$ cat src/rtl/shift_tx_ctrl.sv
// Serial-transmit controller driving an 8-bit bidirectional shift register:
// loads a byte, then shifts it out as a start / 8 data / stop bit frame on txd.
module shift_tx_ctrl #(
   parameter int unsigned BIT_CYCLES = 4,
   parameter bit          MSB_FIRST  = 1'b0
) (
   input  logic       c,
   input  logic       rst,
   input  logic [7:0] tx_data,
   input  logic       tx_valid,
   output logic       tx_ready,
   input  logic [7:0] q,
   output logic [7:0] sr_d,
   output logic       sr_l,
   output logic       sr_r,
   output logic       sr_i,
   output logic       txd,
   output logic       busy,
   output logic       done
);

   typedef enum logic [1:0] {
      S_IDLE  = 2'd0,
      S_START = 2'd1,
      S_DATA  = 2'd2,
      S_STOP  = 2'd3
   } state_t;

   localparam logic [7:0] LP_CNT_LAST = 8'(BIT_CYCLES - 1);

   state_t     r_state;
   state_t     w_state_nxt;
   logic [7:0] r_cnt;
   logic [7:0] w_cnt_nxt;
   logic [2:0] r_bit;
   logic [2:0] w_bit_nxt;
   logic       r_done;
   logic       w_done_nxt;
   logic       w_bit_end;
   logic       w_accept;
   logic       w_shift_l;
   logic       w_shift_r;

   assign w_bit_end = (r_cnt == LP_CNT_LAST);
   assign w_accept  = (r_state == S_IDLE) && tx_valid && !rst;

   // LSB-first drains toward bit 0 (l=1,r=0); MSB-first drains toward bit 7 (l=0,r=1).
   assign w_shift_l = !MSB_FIRST;
   assign w_shift_r = MSB_FIRST;

   // NOTE: state registers use non-blocking assignments so every flop samples
   // pre-edge values; mixing in blocking assignments creates simulation races.
   always_ff @(posedge c) begin
      if (rst) begin
         r_state <= S_IDLE;
         r_cnt   <= 8'd0;
         r_bit   <= 3'd0;
         r_done  <= 1'b0;
      end else begin
         r_state <= w_state_nxt;
         r_cnt   <= w_cnt_nxt;
         r_bit   <= w_bit_nxt;
         r_done  <= w_done_nxt;
      end
   end

   // NOTE: every signal driven here gets a default first, otherwise a path
   // that skips an assignment would infer a latch.
   always_comb begin
      w_state_nxt = r_state;
      w_cnt_nxt   = r_cnt;
      w_bit_nxt   = r_bit;
      w_done_nxt  = 1'b0;
      txd         = 1'b1;
      sr_l        = 1'b0;
      sr_r        = 1'b0;
      tx_ready    = 1'b0;

      case (r_state)
         S_IDLE: begin
            tx_ready  = !rst;
            w_cnt_nxt = 8'd0;
            w_bit_nxt = 3'd0;
            if (w_accept) begin
               sr_l        = 1'b1;
               sr_r        = 1'b1;
               w_state_nxt = S_START;
            end
         end

         S_START: begin
            txd = 1'b0;
            if (w_bit_end) begin
               w_cnt_nxt   = 8'd0;
               w_state_nxt = S_DATA;
            end else begin
               w_cnt_nxt = r_cnt + 8'd1;
            end
         end

         S_DATA: begin
            txd = MSB_FIRST ? q[7] : q[0];
            if (w_bit_end) begin
               w_cnt_nxt = 8'd0;
               sr_l      = w_shift_l && !rst;
               sr_r      = w_shift_r && !rst;
               if (r_bit == 3'd7) begin
                  w_bit_nxt   = 3'd0;
                  w_state_nxt = S_STOP;
               end else begin
                  w_bit_nxt = r_bit + 3'd1;
               end
            end else begin
               w_cnt_nxt = r_cnt + 8'd1;
            end
         end

         S_STOP: begin
            txd = 1'b1;
            if (w_bit_end) begin
               w_cnt_nxt   = 8'd0;
               w_done_nxt  = 1'b1;
               w_state_nxt = S_IDLE;
            end else begin
               w_cnt_nxt = r_cnt + 8'd1;
            end
         end

         default: begin
            w_state_nxt = S_IDLE;
         end
      endcase
   end

   assign sr_d = tx_data;
   assign sr_i = 1'b1;
   assign busy = (r_state != S_IDLE);
   assign done = r_done;

endmodule

$ cat config.mk
export PLATFORM = sky130hd
export DESIGN_NAME = shift_tx_ctrl
export DESIGN_NICKNAME = d
export VERILOG_FILES = /design/src/rtl/shift_tx_ctrl.sv
export SDC_FILE = /design/constraint.sdc
export NUM_CORES = 1
export LEC_CHECK = 0
export CAP_MARGIN = 20
export CORE_UTILIZATION = 44
export CTS_BUF_LIST = sky130_fd_sc_hd__clkbuf_8 sky130_fd_sc_hd__clkbuf_16
export DETAILED_ROUTE_END_ITERATION = 7
export GPL_ROUTABILITY_DRIVEN = 0
export GPL_TIMING_DRIVEN = 1
export PLACE_DENSITY_LB_ADDON = 0.25
export SKIP_LAST_GASP = 1
export SLEW_MARGIN = 20
export SYNTH_ARGS = -nofsm -noshare
export SYNTH_HDL_FRONTEND = slang
export SYNTH_SLANG_ARGS = --single-unit
$ cat constraint.sdc
create_clock -name c -period 2.6 [get_ports c]
set_input_delay 0.26 -clock c [delete_from_list [all_inputs] [get_ports c]]
set_output_delay 0.26 -clock c [all_outputs]
set_load 0.1 [all_outputs]
After elaboration in Yosys (flattened, before gate mapping):

Cells that the tools add are included.

* add/subtract/negate cells: 2
* equal/unequal tests: 10
* mux-type cells: 18
* bitwise logic cells: 1
* reduce and logical (&&, ||, !) cells: 10

Operators by type and width (number)
* one-hot mux 8 bit (2 select lines): 1
* two-way mux 2 bit: 5
* inequality test 2 bit (second input constant): 5
* adder 8 x 1 -> 8 bit (second input constant): 1
* equality test 8 x 2 -> 1 bit (second input constant): 1
* two-way mux 8 bit: 1
* one-hot mux 2 bit (4 select lines): 1
* two-way mux 3 bit: 2
* one-hot mux 3 bit (2 select lines): 1
* two-way mux 1 bit: 5
* AND reduction 5 bit: 1
* equality test 2 bit (second input constant): 2
* one-hot mux 1 bit (2 select lines): 2
* nonzero test 2 bit: 2
* adder 3 x 1 -> 3 bit (second input constant): 1
* equality test 3 bit (second input constant): 1
* OR reduction 3 bit: 1
* equality test 2 x 1 -> 1 bit (second input constant): 1
* logical AND 1 bit: 2
* logical NOT 2 bit: 1
* AND reduction 2 bit: 1
* OR reduction 2 bit: 1
* logical NOT 1 bit: 1
* NOT 1 bit: 1

* flip-flop bits (word level): 14
* input port bits: 19
* output and inout bits: 15
* logic and storage cells: 45

Logic depth before layout (Yosys ltp):

Gate-level depths: netlist of the first run.

* depth after elaboration: 5
* depth in mapped cells: 7
* gate-level depth less buffers: 6

Worst setup path before layout of the first run:

No wires, ideal clock.

* path type: register to output
* start point: register r_state[0]
* end point: output sr_r
* arrival time: 3357 ps
* data required time: 2340 ps
* path slack: -1017 ps
* cell stages (with the launch flop): 6
* path buffers: 0
* cell sequence: dfxtp_1 -> inv_1 -> ha_1 -> inv_1 -> nor2_1 -> and2_1

* cells in the longest elaborated chain, start to end: 5

RTL lines
* start: declaration: line 31 `state_t r_state;`
* start signal: assignment: line 60 `r_state <= w_state_nxt;`
* logical NOT 2 bit *: line 45, 79
* logical AND 1 bit (2 in a row): line 45 `assign w_accept = (r_state == S_IDLE) && tx_valid && !rst;`
* two-way mux 1 bit: line 84 `if (w_accept) begin`
* two-way mux 1 bit *
* end: declaration: line 15 `output logic sr_r,`

Every way passes the cells marked *; elsewhere a longest branch is shown, timed or not.

Worst setup path in the final report of the first run:

* start point: register r_cnt[0]
* end point: output sr_l

* cells in the longest elaborated chain, start to end: 3

RTL lines
* start: declaration: line 33 `logic [7:0] r_cnt;`
* start signal: assignment: line 61 `r_cnt <= w_cnt_nxt;`
* equality test 8 x 2 -> 1 bit: line 44 `assign w_bit_end = (r_cnt == LP_CNT_LAST);`
* two-way mux 1 bit: line 103 `if (w_bit_end) begin`
* one-hot mux 1 bit (2 select lines): line 79 `case (r_state)`
* end: declaration: line 14 `output logic sr_l,`

Every way passes these cells.

==> impl_metrics.py, run 1 <==
metrics = {
    "detailed_routing": {
        "wirelength_mm": 1.34,
        "ant_nets": 0,
        "dr.pass1.iters": 4,
        "vias": 592,
        "dr.first_iter.drc_count": 7,
        "drc": 0,
        "wire_per_inst_um": 11.2,
        "via_per_inst": 4.93,
    },
    "finish": {
        "drive_above_1_share_pct": 17.9,
        "fin_cells": 120,
        "synthToLayoutAreaGrowth_pct": 14.0,
        "final_cell_mix": "dfxtp_1, nor2_1, ha_1",
        "nets": 122,
        "final_common_cell": "dfxtp_1",
        "utilization_pct": 53.2,
        "antenna_cells": 0,
    },
    "power_and_ir_drop": {
        "p_sw_share_pct": 48.3,
        "p_per_area_mw_per_mm2": 1030,
        "ir_drop_v": 0.000555,
        "p_clk_share_pct": 22.0,
        "sequentialPowerShare_pct": 26.3,
        "switchingPower_mw": 0.455,
        "leakagePower_nw": 0.358,
        "internal_power_mw": 0.487,
        "combPwrFrac_pct": 51.8,
    },
    "clocking": {
        "cts_hold_buf": 0,
        "postCtsSetupRepairBufs": 0,
        "cts.sinks": 14,
        "clk_pin_slew_ns": 0.06,
        "cts_tree": "done",
        "root_buffer": "clkbuf_8",
        "cts_resized": 0,
        "clockBufferDepth": 2,
        "cts_buffers": 3,
        "htreeDepth": 1,
        "clk_latency_ns": 0.24,
    },
    "critical_path": {
        "crit_fanout": 5,
        "arrival_ns": 1.75,
        "critPathRequiredTime_ns": 2.34,
        "path_cells": "ha_1 > nor4b_4 > nand3_1 > a21oi_2 > buf_12",
        "worstSetupStartpointType": "register",
        "r2r-end": "r_bit[0]",
        "critPathKind": "reg -> out",
        "r2r_slack_ns": 0.94,
        "endpoint_kind": "output port",
        "slowest_delay_ns": 0.37,
        "rr_worst_depth": 5,
        "cpMaxStageDelayCell": "dfxtp_1",
        "reg2reg_from": "r_cnt[0]",
    },
    "logic_synthesis": {
        "synth_area_um2": 806,
        "yosysSeqAreaShare_pct": 34.8,
        "avgSynthCellArea_um2": 8.76,
        "ys_ff_latch": 14,
        "synth_area_leader_cell": "dfxtp_1",
        "synth.top_cell.area_share_pct": 34.8,
        "syn_inst": 92,
        "yosys-top-cells-area": "dfxtp_1, ha_1, buf_4",
        "syn-num-nets": 118,
        "ys_warn_count": 0,
        "synthDistinctLibCells": 32,
    },
    "global_routing": {
        "grt_max_degree": 13,
        "track_usage_pct": 14.5,
        "antenna_found_initial": 0,
        "grt_pass1_vias": 500,
        "grt.overflow.total": 0,
        "grt_pass1_wl_mm": 2.13,
    },
    "min_path": {
        "min_path_cells": 1,
        "hold_class": "reg -> reg",
        "hp-start": "r_cnt[0]",
        "min_to": "r_cnt[0]",
    },
    "floorplan": {
        "dieArea_mm2": 0.00201,
        "core_area_mm2": 0.00173,
        "die_h_um": 44.8,
        "ios": 34,
        "dieWidth_um": 44.8,
        "initial_core_util_pct": 46.7,
        "core.rowCount": 15,
    },
    "timing": {
        "tns_ns": 0,
        "finalCriticalPeriod_ns": 2.01,
        "slew_violations": 0,
        "rsz0062_at_grt": "false",
        "hold_violations": 0,
        "finalSetupViolCount": 0,
        "skew_ns": 0.00118,
        "finalCritPeriodShare_pct": 77.4,
        "max_freq_mhz": 497,
        "holdWs_ns": 0.460,
    },
    "placed_design": {
        "port_buffers": 9,
        "dp_hpwl_mm": 1.02,
        "place_inst": 116,
    },
    "run": {
        "maxCapViolCount": 0,
    },
    "outcome": {
        "status": "finished clean",
    },
}
worst max-delay path, delay by kind of cell, from the launching register on:
kind	cells	cell delay, ns
buf+inv	1	0.19
compound gates	1	0.24
simple gates	2	0.50
flops	1	0.37
fa+ha+maj	1	0.22
cells in the mapped netlist:
master and instances:
dfxtp_1 14, buf_4 10, nor2_1 10, ha_1 7
a21oi_1 6, nand2_1 6, inv_1 5, nand3_1 3
o21ai_0 3, xnor2_1 3, xor2_1 3, nand2b_1 2
a22o_1 1, and2_1 1, and3_1 1, and4_2 1
clkbuf_2 1, conb_1 1, nand3b_1 1, nand4_1 1
nor2b_1 1, nor3_1 1, nor3_2 1, nor3b_1 1
nor4b_4 1, o211ai_1 1, o21ai_1 1, o32ai_1 1
or2b_2 1, or3_1 1, or3b_1 1, or4_1 1
flip-flops by register name, summed over array words and instances, names as in the netlist:
name,cells
r_cnt,8
r_state,2
done,1
r_bit,3
logic make-up (layout without fill, tap and decap cells):
logic type	count (synthesis)	in the layout	synth area share (%)
compound gates	13	13	9.32
xor+xnor	6	6	6.52
other cells	1	1	0.465
buf+inv	16	19	12.3
fa+ha+maj	7	7	10.9
simple gates	35	35	25.8
flops	14	14	34.8
layer usage:
metal | global-route usage, % | routed length [um] | share of wire [%] | up-vias
met4 | 7.27 | 9 | 0.67 | 0
met2 | 23.2 | 671 | 50 | 14
met5 | 0 | 0 | 0 | -
li1 | - | - | - | 305
met1 | 18.4 | 604 | 45 | 271
met3 | 3.20 | 54 | 4.0 | 2
how the worst max path moves through the flow:
stage	from	endpoint	depth (start not counted)
after CTS	r_cnt[0]	sr_l	5
final	r_cnt[0]	sr_l	5
after floorplan	r_state[0]	sr_r	5
after detailed placement	rst	r_state[0]	6
after global placement	rst	r_state[0]	6
after global routing	r_cnt[0]	sr_l	5
layout make-up:
cell class	count	area, um2
clock buffer	4	55.1
fill	174	808
inverter	5	18.8
multi-input combinational	62	438
sequential	14	280
tap	25	31.3
timing repair buffer	10	95.1
power groups by stage:
stage,combinational (mW),clock [mW],sequential (mW)
final,0.488,0.207,0.247
after global routing,0.519,0.223,0.250
after CTS,0.495,0.213,0.248
after detailed placement,0.491,0,0.253
after global placement,0.485,0,0.251
after floorplan,0.453,0,0.249
through the flow:
stage / worst slack, ns / cell area (um2) / total power, mW
2_1_floorplan: -0.195 / 817 / 0.701
3_3_place_gp: 0.851 / 863 / 0.736
3_5_place_dp: 0.827 / 863 / 0.743
4_1_cts: 0.559 / 918 / 0.956
5_1_grt: 0.453 / 918 / 0.992
6_report: 0.588 / 918 / 0.943
Power figures use the tool's default switching activity.
==> inputs of run 2 (changes only) <==
--- a/config.mk
+++ b/config.mk
@@ -6,7 +6,7 @@
 export NUM_CORES = 1
 export LEC_CHECK = 0
 export CAP_MARGIN = 20
-export CORE_UTILIZATION = 44
+export CORE_UTILIZATION = 37
 export CTS_BUF_LIST = sky130_fd_sc_hd__clkbuf_8 sky130_fd_sc_hd__clkbuf_16
 export DETAILED_ROUTE_END_ITERATION = 7
 export GPL_ROUTABILITY_DRIVEN = 0
==> constraint.sdc (replaced) <==
create_clock -name c -period 1.8 [get_ports c]
set_input_delay 0.18 -clock c [delete_from_list [all_inputs] [get_ports c]]
set_output_delay 0.18 -clock c [all_outputs]
set_load 0.1 [all_outputs]
==> impl_metrics.py, run 2 (synthesis results as in run 1) <==
metrics = {
    "timing": {
        "holdWs_ns": 0.360,
        "skew_ns": 0.00140,
        "finalCriticalPeriod_ns": 1.69,
        "finalSetupViolCount": 0,
        "hold_violations": 0,
        "max_freq_mhz": 593,
        "rsz0062_at_grt": "false",
        "slew_violations": 0,
        "setup_ws_ns": 0.113,
        "finalCritPeriodShare_pct": 93.7,
    },
    "placed_design": {
        "dp_hpwl_mm": 1.07,
        "placed_cell_area_um2": 947,
        "port_buffers": 9,
        "pre_cts_ws_ns": 0.118,
    },
    "clocking": {
        "cts.sinks": 14,
        "clk_latency_ns": 0.25,
        "clockBufferDepth": 2,
        "cts_tree": "done",
        "cts_buffers": 3,
        "root_buffer": "clkbuf_8",
        "clk_pin_slew_ns": 0.06,
        "htreeDepth": 1,
    },
    "global_routing": {
        "grt_pass1_wl_mm": 2.50,
        "grt_pass1_vias": 589,
        "track_usage_pct": 14.2,
        "grt_max_degree": 12,
        "antenna_found_initial": 0,
        "grt.overflow.total": 0,
    },
    "outcome": {
        "status": "finished clean",
    },
    "critical_path": {
        "critical_path.top_delay_family": "flip-flops",
        "critPathKind": "reg -> out",
        "critPathRequiredTime_ns": 1.62,
        "crit_fanout": 4,
        "r2r_slack_ns": 0.23,
        "path_cells": "ha_4 > nor4b_4 > nand3_2 > a21oi_4 > buf_12",
        "cpMaxStageDelayCell": "dfxtp_4",
        "reg2reg_from": "r_cnt[0]",
        "r2r-end": "r_bit[0]",
        "critPathBufInv": 1,
        "slowest_delay_ns": 0.37,
        "worstSetupStartpointType": "register",
        "arrival_ns": 1.51,
        "rr_worst_depth": 6,
        "endpoint_kind": "output port",
    },
    "finish": {
        "fin_area_mm2": 0.00104,
        "nets": 124,
        "utilization_pct": 52.1,
        "final_cell_mix": "dfxtp_1, nor2_1, nand2_1",
        "drive_above_1_share_pct": 32.0,
        "top_register": "r_cnt",
        "synthToLayoutAreaGrowth_pct": 29.3,
        "largest_register_ffs": 8,
        "final_common_cell": "dfxtp_1",
        "biggestRegsByFlops": "r_cnt x8, r_bit x3, r_state x2",
        "fillers": 189,
        "antenna_cells": 0,
    },
    "floorplan": {
        "die_h_um": 48.7,
        "ios": 34,
        "dieWidth_um": 48.7,
        "dieArea_mm2": 0.00237,
        "initial_core_util_pct": 40.3,
        "core_area_mm2": 0.00200,
        "core.rowCount": 16,
    },
    "min_path": {
        "min_path_cells": 0,
        "min_to": "sr_d[5]",
        "hold_class": "in -> out",
        "hp-start": "tx_data[5]",
    },
    "power_and_ir_drop": {
        "leakagePower_nw": 0.378,
        "p_per_area_mw_per_mm2": 1510,
        "ir_drop_v": 0.00118,
    },
    "detailed_routing": {
        "ant_nets": 0,
        "wirelength_mm": 1.40,
        "dr.first_iter.drc_count": 5,
        "wire_per_inst_um": 11.3,
        "via_per_inst": 4.88,
        "dr.pass1.iters": 2,
        "vias": 605,
        "drc": 0,
    },
    "run": {
        "maxCapViolCount": 0,
    },
}
## run 2: layer usage
metal	GRT usage (%)	wire length, um	part of all wire (%)	up-vias
met1	15.3	591	42	278
met2	22.5	687	49	13
li1	-	-	-	309
met5	0	0	0	-
met4	9.31	35	2.5	0
met3	5.97	86	6.1	5
## run 2: worst max path at each step
stage                           to  slack, ns       start  cells past startpoint
after floorplan               sr_r      -0.50  r_state[1]                      5
after global placement    r_bit[0]       0.13    r_cnt[0]                      5
after detailed placement  r_bit[0]       0.12    r_cnt[0]                      5
after CTS                     sr_l       0.01    r_cnt[0]                      5
after global routing          sr_l      0.003    r_cnt[0]                      5
final                         sr_l       0.11    r_cnt[0]                      5
## run 2: timing repair
item | 4_1_cts | 5_1_grt
hold buffers | 0 | 0
pin swaps | 1 | 2
gates resized for setup | 1 | 6
setup endpoints to repair | 1 | 3
buffers inserted | 2 | 0
## run 2: cell type report
type                    count  area, um2  share of cell area (%)
clock buffers               4       55.1                    5.28
inverters                   5       22.5                    2.16
well taps                  27       33.8                    3.24
multi-input cells          62        484                    46.5
flip-flops and latches     14        287                    27.5
repair buffers             12        160                    15.4
## run 2: power breakdown
part	internal, mW	leakage [nW]	switching [mW]	total [mW]
logic	0.318	0.235	0.579	0.897
registers	0.340	0.115	0.0283	0.368
clock network	0.194	0.0288	0.117	0.311
total	0.852	0.378	0.724	1.58
## run 2: stage by stage
| step | power [mW] | TNS, ns | std cells |
|---|---|---|---|
| detailed placement | 1.26 | 0 | 118 |
| global placement | 1.26 | 0 | 118 |
| global route | 1.66 | 0 | 124 |
| floorplan | 1.07 | -0.541 | 92 |
| CTS | 1.58 | 0 | 124 |
| finish | 1.58 | 0 | 124 |
